`src/rtl/peak_detector.sv`:
```
// Pulse peak detector on a filtered sample stream: finds pulses that rise above a
// programmable threshold and reports each pulse's maximum, its timestamp and pile-up/width flags.
module peak_detector #(
  parameter int unsigned SIZE_FILTER_DATA = 16,
  parameter int unsigned SIZE_TIME        = 32,
  parameter int unsigned SIZE_DEAD        = 8,
  parameter int unsigned MAX_WIDTH        = 255
) (
  input  logic                        clk,
  input  logic                        reset,
  input  logic [SIZE_FILTER_DATA-1:0] input_data,
  input  logic [SIZE_FILTER_DATA-1:0] threshold,
  input  logic [SIZE_DEAD-1:0]        dead_time,
  output logic                        peak_valid,
  output logic [SIZE_FILTER_DATA-1:0] peak_amplitude,
  output logic [SIZE_TIME-1:0]        peak_time,
  output logic [1:0]                  peak_flags,
  output logic                        busy,
  output logic [15:0]                 event_count
);

  localparam int unsigned WCNT_W = $clog2(MAX_WIDTH + 1);

  typedef enum logic [1:0] {IDLE, ARMED, DEAD} state_e;

  state_e                      state_q, state_d;
  logic [SIZE_TIME-1:0]        ts_q, ts_d;
  logic [SIZE_FILTER_DATA-1:0] data_q, data_d;
  logic [SIZE_TIME-1:0]        t_q, t_d;
  logic                        vld_q, vld_d;
  logic                        above_prev_q, above_prev_d;
  logic [SIZE_FILTER_DATA-1:0] max_q, max_d;
  logic [SIZE_TIME-1:0]        tmax_q, tmax_d;
  logic [WCNT_W-1:0]           wcnt_q, wcnt_d;
  logic [SIZE_DEAD-1:0]        dcnt_q, dcnt_d;
  logic                        pend_q, pend_d;
  logic                        peak_valid_q, peak_valid_d;
  logic [SIZE_FILTER_DATA-1:0] amp_q, amp_d;
  logic [SIZE_TIME-1:0]        time_q, time_d;
  logic [1:0]                  flags_q, flags_d;
  logic                        busy_q, busy_d;
  logic [15:0]                 count_q, count_d;

  logic above_c;
  logic rise_c;

  // The first pipelined sample after reset is a reset artefact, not data.
  assign above_c = vld_q && ($signed(data_q) > $signed(threshold));
  assign rise_c  = above_c && !above_prev_q;

  always_comb begin
    state_d      = state_q;
    ts_d         = ts_q + SIZE_TIME'(1);
    data_d       = input_data;
    t_d          = ts_q;
    vld_d        = 1'b1;
    above_prev_d = vld_q ? above_c : 1'b1;
    max_d        = max_q;
    tmax_d       = tmax_q;
    wcnt_d       = wcnt_q;
    dcnt_d       = dcnt_q;
    pend_d       = pend_q;
    peak_valid_d = 1'b0;
    amp_d        = amp_q;
    time_d       = time_q;
    flags_d      = flags_q;
    count_d      = count_q;

    case (state_q)
      IDLE: begin
        if (rise_c) begin
          state_d = ARMED;
          max_d   = data_q;
          tmax_d  = t_q;
          wcnt_d  = WCNT_W'(1);
        end
      end
      ARMED: begin
        // Still above on the exit path can only mean the width limit was hit.
        if (!above_c || (wcnt_q == WCNT_W'(MAX_WIDTH))) begin
          peak_valid_d = 1'b1;
          amp_d        = max_q;
          time_d       = tmax_q;
          flags_d      = {above_c, pend_q};
          count_d      = (count_q == 16'hFFFF) ? count_q : count_q + 16'd1;
          pend_d       = 1'b0;
          dcnt_d       = dead_time;
          state_d      = (dead_time == '0) ? IDLE : DEAD;
        end else begin
          wcnt_d = wcnt_q + WCNT_W'(1);
          if ($signed(data_q) > $signed(max_q)) begin
            max_d  = data_q;
            tmax_d = t_q;
          end
        end
      end
      DEAD: begin
        if (rise_c) pend_d = 1'b1;
        dcnt_d = dcnt_q - SIZE_DEAD'(1);
        if (dcnt_q == SIZE_DEAD'(1)) state_d = IDLE;
      end
      default: state_d = IDLE;
    endcase

    busy_d = (state_d != IDLE);
  end

  always_ff @(posedge clk) begin
    if (reset) begin
      state_q      <= IDLE;
      ts_q         <= '0;
      data_q       <= '0;
      t_q          <= '0;
      vld_q        <= 1'b0;
      above_prev_q <= 1'b1;
      max_q        <= '0;
      tmax_q       <= '0;
      wcnt_q       <= '0;
      dcnt_q       <= '0;
      pend_q       <= 1'b0;
      peak_valid_q <= 1'b0;
      amp_q        <= '0;
      time_q       <= '0;
      flags_q      <= '0;
      busy_q       <= 1'b0;
      count_q      <= '0;
    end else begin
      state_q      <= state_d;
      ts_q         <= ts_d;
      data_q       <= data_d;
      t_q          <= t_d;
      vld_q        <= vld_d;
      above_prev_q <= above_prev_d;
      max_q        <= max_d;
      tmax_q       <= tmax_d;
      wcnt_q       <= wcnt_d;
      dcnt_q       <= dcnt_d;
      pend_q       <= pend_d;
      peak_valid_q <= peak_valid_d;
      amp_q        <= amp_d;
      time_q       <= time_d;
      flags_q      <= flags_d;
      busy_q       <= busy_d;
      count_q      <= count_d;
    end
  end

  assign peak_valid     = peak_valid_q;
  assign peak_amplitude = amp_q;
  assign peak_time      = time_q;
  assign peak_flags     = flags_q;
  assign busy           = busy_q;
  assign event_count    = count_q;

endmodule

```
`config.mk`:
```
export PLATFORM = sky130hd
export DESIGN_NAME = peak_detector
export DESIGN_NICKNAME = d
export VERILOG_FILES = /design/src/rtl/peak_detector.sv
export SDC_FILE = /design/constraint.sdc
export NUM_CORES = 1
export LEC_CHECK = 0
export CORE_UTILIZATION = 40
export CTS_BUF_LIST = sky130_fd_sc_hd__clkbuf_2
export CTS_CLUSTER_DIAMETER = 60
export DETAILED_ROUTE_END_ITERATION = 10
export GPL_ROUTABILITY_DRIVEN = 0
export GPL_TIMING_DRIVEN = 0
export PLACE_DENSITY = 0.68
export SLEW_MARGIN = 40
export SYNTH_ARGS = -nofsm -noshare
export SYNTH_HDL_FRONTEND = slang
export SYNTH_SLANG_ARGS = --single-unit
export TNS_END_PERCENT = 20
```
`constraint.sdc`:
```
create_clock -name clk -period 10 [get_ports clk]
set_clock_uncertainty 0.2 [all_clocks]
set_input_delay 2 -clock clk [delete_from_list [all_inputs] [get_ports clk]]
set_output_delay 2 -clock clk [all_outputs]
set_load 0.02 [all_outputs]
```
==> impl_metrics.tcl, run 1 <==
set metrics [dict create \
    run_status "completed" \
    vias 7272 \
    pwr-share-clk_pct 36.1 \
    end_kind "flip-flop" \
    drive_gt1_share_pct 8.86 \
    cts_buffer_depth 3 \
    initial_core_util_pct 40.8 \
    synth_top_area_cell "dfxtp_1" \
    cap_violations 0 \
    swShare_pct 26.7 \
    p_comb_share_pct 7.7 \
    final_hold_viol_count 0 \
    die-area_sq_um 22800 \
    synth_seq_area_share_pct 48.8 \
    synth_nets 1083 \
    max_freq_mhz 202 \
    cpPeakStageDelay_ps 710 \
    setup_viol 0 \
    antenna_found_initial 2 \
    synth_cell_types 53 \
    syn2layout_area_growth_pct 21.5 \
    crit_required_ps 10520 \
    path_cells "clkdlybuf4s50_1 > inv_1 > ha_1 > nand4_1 > nor4_2 > nor3_1 > mux2_2 > nor2b_1 > clkbuf_1 > buf_2 > nand2_1 > a21oi_1" \
    grt_start_max_net_pins 16 \
    dr.pass1.iters 5 \
    io_buffers 109 \
    synthCells 1000 \
    dp.cells 1389 \
    grt_overflow_total 0 \
    hold_ws_ps 214 \
    vias_per_cell 4.91 \
    start_kind "input pin" \
    grt_pass1_wl_mm 33.1 \
    crit_buf_inv 4 \
    netlist.area_leader.share_pct 48.8 \
    synth_flop_cell "dfxtp_1" \
    hold_class "flip-flop to flip-flop" \
    clk_latency_ps 840 \
    die_w_um 151 \
    worst-setup-path-type "input pin to flip-flop" \
    crit_family "simple AND/OR/NAND/NOR gates" \
    rsz0062_at_grt "no" \
    core_area_sq_um 21800 \
    synth_edf_count 0 \
    io_pins 110 \
    cts.hold.buffers_added 0 \
    critPathArrivalTime_ps 5480 \
    wl_mm 20.0 \
    intPower_mw 1.15 \
    fp-row-count 54 \
    htreeDepth 2 \
    avgSynthCellArea_sq_um 8.89 \
    synth_seq_cells 217 \
    numCtsBuffers 54 \
    p_per_area_nw_per_um2 145 \
    p_switching_uw 418 \
    async_reset_ff_share_pct 0 \
    die_h_um 151 \
    peakVddDrop_mv 0.0587 \
    min_period_over_period_pct 49.6 \
    postRouteAntennaNets 0 \
    numClockSinks 217 \
    grt.total_usage_pct 18.2 \
    root_buffer "clkbuf_2" \
    cts_tree "yes" \
    drtIter0Drc 296 \
    power_leakage_nw 4.33 \
    first_global_vias 6925 \
    cts_resized 0 \
    tns_ps 0 \
    min_period_ps 4960 \
    fin_cells 1480 \
    p_seq_share_pct 56.2 \
    fillCellCount 2123 \
    wire_per_inst_um 13.5 \
    clk_pin_slew_ps 100 \
    drc 0 \
    fin_nets 1248 \
    final-max-slew-violation-count 0 \
    cp_slowest_cell "nor4_2" \
    dpl.hpwl_mm 14.4 \
    tightest_slew_ps 761 \
    cp_max_fo 10 \
    maxSlewHeadroom_pct 49.2 \
    syn-cell-area_sq_um 8890 \
    post-cts-setup-buffers 0 \
    ys_warn_count 0 \
    netlist_top_cells_area "dfxtp_1 (49%), nand2_1 (5.9%), ha_1 (5.8%)" \
]
cell usage after synthesis (all sizes together), types with 19 or more instances:
cell type and n:
nand2 139, dfxtp 217, inv 43, mux2i 51, nand3 32, xnor2 28, nor2 118, nand4 19
o21ai 23, nor2b 51, ha 41, buf 20, a21oi 69, clkbuf 31
final cells by class:
class	count	area, sq um	share of cell area [%]
Sequential cell	217	4340	40.2
Multi-Input combinational cell	688	4150	38.4
Clock buffer	76	380	3.52
Buffer	51	236	2.19
Timing Repair Buffer	109	1090	10.1
Clock inverter	11	76.3	0.706
Antenna cell	4	10.0	0.0926
Tap cell	280	350	3.24
Inverter	44	165	1.53
worst paths after layout:
kind	from	cells past startpoint	to	slack [ps]
hold / removal	tmax_q[4]$_SDFFE_PP0P_	2	peak_time[4]$_SDFFE_PP0P_	210
hold reg to reg	tmax_q[4]$_SDFFE_PP0P_	2	peak_time[4]$_SDFFE_PP0P_	210
setup / recovery	threshold[15]	12	peak_time[5]$_SDFFE_PP0P_	5040
setup reg to reg	data_q[15]$_SDFF_PP0_	10	peak_time[5]$_SDFFE_PP0P_	6350
power groups by stage:
stage	Clock [mW]	Sequential, mW	Combinational [mW]
global route	0.635	0.884	0.135
finish	0.566	0.882	0.121
floorplan	0	0.900	0.0765
CTS	0.587	0.882	0.122
global placement	0	0.902	0.119
detailed placement	0	0.902	0.121
worst reg2reg max path, cell delays in order, from the launching register on:
cell      delay (ps)
dfxtp_1          360
ha_1             400
nand4_1          300
nor4_2           710
nor3_1           130
mux2_2           380
nor2b_1          140
clkbuf_1         370
buf_2            360
nand2_1          100
a21oi_1          120
per-stage QoR:
step                      total power, mW  utilization (%)  setup slack, ps  area [sq um]
after floorplan                     0.976                -             5430          8890
after global placement               1.02             47.4             3960         10300
after detailed placement             1.02             47.4             4160         10300
after CTS                            1.59             49.5             5040         10800
after global routing                 1.65             49.5             4850         10800
final                                1.57             49.5             5040         10800
registers in the layout (all words and copies together), names as in the netlist:
name	flops
peak_valid	1
t_q	32
busy	1
wcnt_q	8
pend_q	1
state_q	2
event_count	16
above_prev_q	1
peak_flags	2
dcnt_q	8
peak_time	32
tmax_q	32
vld_q	1
max_q	16
peak_amplitude	16
data_q	16
t_d	32
cells in the final DEF, fill, tap and decap left out, types with 3 or more instances in the layout:
cell and instances:
a21oi_1 69, nand2b_1 3, nor4_1 14, nor2b_1 51
nand4_1 19, xor2_1 16, clkbuf_2 76, and4_1 3
a21o_1 3, and3_1 9, o211ai_1 4, clkbuf_1 31
buf_1 3, a31oi_1 8, nor2_1 118, or3_1 4
diode_2 4, nand2_1 139, and2_1 4, o21ai_0 21
xnor2_1 28, clkinv_1 8, ha_1 41, a2111oi_0 3
mux2i_1 49, clkdlybuf4s50_1 109, nand3_1 32, nor3_1 18
dfxtp_1 217, buf_6 3, inv_1 43, buf_2 12
or4_1 3
logic make-up (layout without fill, tap and decap cells):
kind of cell / Yosys count / count (layout) / share of synthesized area (%)
compound gates: 124 / 124 / 8.02
xor+xnor: 44 / 44 / 4.33
fa+ha+maj: 41 / 41 / 5.77
buf+inv: 95 / 291 / 4.52
flops: 217 / 217 / 48.8
mux: 52 / 52 / 5.95
other cells: 0 / 4 / 0
simple gates: 427 / 427 / 22.6
metal layers:
layer	track usage (%)	part of all wire [%]	vias up
li1	-	-	3719
met1	24.5	48	3365
met2	29.1	46	165
met3	3.19	4.8	23
met4	6.90	1.5	0
met5	0	0	-
Note: power is estimated with default switching activity, not from simulation.
==> inputs of run 2 (changes only) <==
--- a/config.mk
+++ b/config.mk
@@ -11,7 +11,7 @@
 export DETAILED_ROUTE_END_ITERATION = 10
 export GPL_ROUTABILITY_DRIVEN = 0
 export GPL_TIMING_DRIVEN = 0
-export PLACE_DENSITY = 0.68
+export PLACE_DENSITY = 0.7
 export SLEW_MARGIN = 40
 export SYNTH_ARGS = -nofsm -noshare
 export SYNTH_HDL_FRONTEND = slang
==> constraint.sdc (replaced) <==
create_clock -name clk -period 4 [get_ports clk]
set_clock_uncertainty 0.2 [all_clocks]
set_input_delay 0.8 -clock clk [delete_from_list [all_inputs] [get_ports clk]]
set_output_delay 0.8 -clock clk [all_outputs]
set_load 0.02 [all_outputs]
==> run 2 against run 1 <==
Compared with the run above: combinational power rose by 150%; register-to-register slack worse by 6000 ps; flip-flop and latch count unchanged; first-iteration DRC count down 13%; core utilization is 0.15 points lower; critical path depth unchanged; setup slack worse by 4800 ps; critical endpoint unchanged; highest routed layer unchanged.
==> impl_metrics.tcl, run 2 (same netlist as run 1, synthesis figures left out) <==
set metrics [dict create \
    run_status "completed" \
    peakVddDrop_mv 0.149 \
    first_global_vias 6829 \
    critPathArrivalTime_ps 4230 \
    final_cell_mix "dfxtp_1 (217), nand2_1 (139), nor2_1 (118)" \
    initial_core_util_pct 40.8 \
    antenna_found_initial 1 \
    fin_nets 1248 \
    end_kind "flip-flop" \
    io_buffers 109 \
    drtIter0Drc 258 \
    grt.total_usage_pct 18.1 \
    numCtsBuffers 54 \
    grt_pass1_wl_mm 32.9 \
    hold_class "flip-flop to flip-flop" \
    p_per_area_nw_per_um2 357 \
    power_leakage_nw 4.32 \
    die_h_um 151 \
    crit_buf_inv 4 \
    vias_per_cell 4.90 \
    cpPeakStageDelay_ps 680 \
    final_cell_area_sq_um 10800 \
    path_cells "clkdlybuf4s50_1 > inv_1 > ha_1 > nand4_1 > nor4_2 > nor3_1 > mux2_2 > nor2b_1 > clkbuf_1 > buf_2 > nand2_1 > a21oi_1" \
    dpl.hpwl_mm 14.5 \
    wl_met3_um 947 \
    core_area_sq_um 21800 \
    numClockSinks 217 \
    dr.pass1.iters 4 \
    tightest_slew_ps 762 \
    wl_mm 20.0 \
    postRouteAntennaNets 0 \
    cap_violations 0 \
    tns_ps 0 \
    total_power_mw 3.85 \
    crit_required_ps 4490 \
    cp_slowest_cell "nor4_2" \
    dr.max_layer_used "met4" \
    htreeDepth 2 \
    start_kind "input pin" \
    place_area_sq_um 10300 \
    cts_tree "yes" \
    wire_per_inst_um 13.6 \
    final_hold_viol_count 0 \
    max_freq_mhz 267 \
    vias 7247 \
    die_w_um 151 \
    worst-setup-path-type "input pin to flip-flop" \
    fp-row-count 54 \
    crit_family "simple AND/OR/NAND/NOR gates" \
    clk_latency_ps 790 \
    setup_viol 0 \
    setup_slack_ps 258 \
    dr_wl_met2_mm 9.12 \
    cts.hold.buffers_added 0 \
    grt_overflow_total 0 \
    cts_resized 0 \
    rsz0062_at_grt "no" \
    drc 0 \
    grt_start_max_net_pins 15 \
    io_pins 110 \
    clk_pin_slew_ps 100 \
    r2r_slack_ps 390 \
    wirelength_met1_mm 9.62 \
    maxSlewHeadroom_pct 49.2 \
    min_period_over_period_pct 93.5 \
    min_period_ps 3740 \
    drive_gt1_share_pct 8.86 \
    cts_buffer_depth 3 \
    fin_util_pct 49.4 \
    pre_cts_ws_ps -620 \
    root_buffer "clkbuf_2" \
    die-area_sq_um 22800 \
    cp_max_fo 10 \
    final_common_cell "dfxtp_1" \
    syn2layout_area_growth_pct 21.1 \
    post-cts-setup-buffers 0 \
    final-max-slew-violation-count 0 \
]
==> run 2: cell types whose count changed in the layout (fill, tap and decap cells not counted), sizes merged <==
| cell | change |
|---|---|
| inv | +1 |
| clkinv | +1 |
| diode | -3 |
| clkbuf | +1 |
| bufinv | -1 |
| clkinvlp | -1 |
==> run 2: area by class of cell <==
type | count | area (sq um)
Antenna cell | 1 | 2.50
Buffer | 51 | 236
Clock buffer | 77 | 385
Clock inverter | 11 | 46.3
Fill cell | 2140 | 11000
Inverter | 44 | 165
Multi-Input combinational cell | 688 | 4150
Sequential cell | 217 | 4340
Tap cell | 280 | 350
Timing Repair Buffer | 109 | 1090
==> run 2: path summary, 6_finish.rpt <==
path | start | to | cells past startpoint
max | threshold[15] | peak_time[5]$_SDFFE_PP0P_ | 12
min | vld_q$_DFF_P_ | above_prev_q$_SDFF_PP1_ | 1
max reg2reg | data_q[15]$_SDFF_PP0_ | peak_time[5]$_SDFFE_PP0P_ | 10
min reg2reg | vld_q$_DFF_P_ | above_prev_q$_SDFF_PP1_ | 1
==> run 2: power by group <==
part / internal, mW / total [mW] / switching (mW)
clock: 0.508 / 1.34 / 0.836
sequential: 2.18 / 2.20 / 0.0208
combinational: 0.125 / 0.302 / 0.177
==> run 2: stage by stage <==
step	std cells	hold WS, ps
floorplan	1000	211
global placement	1389	229
detailed placement	1389	235
CTS	1477	222
global route	1478	235
finish	1478	230
==> run 2: per-layer routing <==
metal,track usage (%),up-vias
li1,-,3716
met1,24.0,3345
met2,29.3,155
met3,4.07,31
met4,5.65,0
met5,0,-
==> run 2: worst register-to-register path, cell delays in order, from the launching register on <==
cell	delay [ps]
dfxtp_1	360
ha_1	400
nand4_1	270
nor4_2	680
nor3_1	130
mux2_2	380
nor2b_1	130
clkbuf_1	390
buf_2	360
nand2_1	110
a21oi_1	120
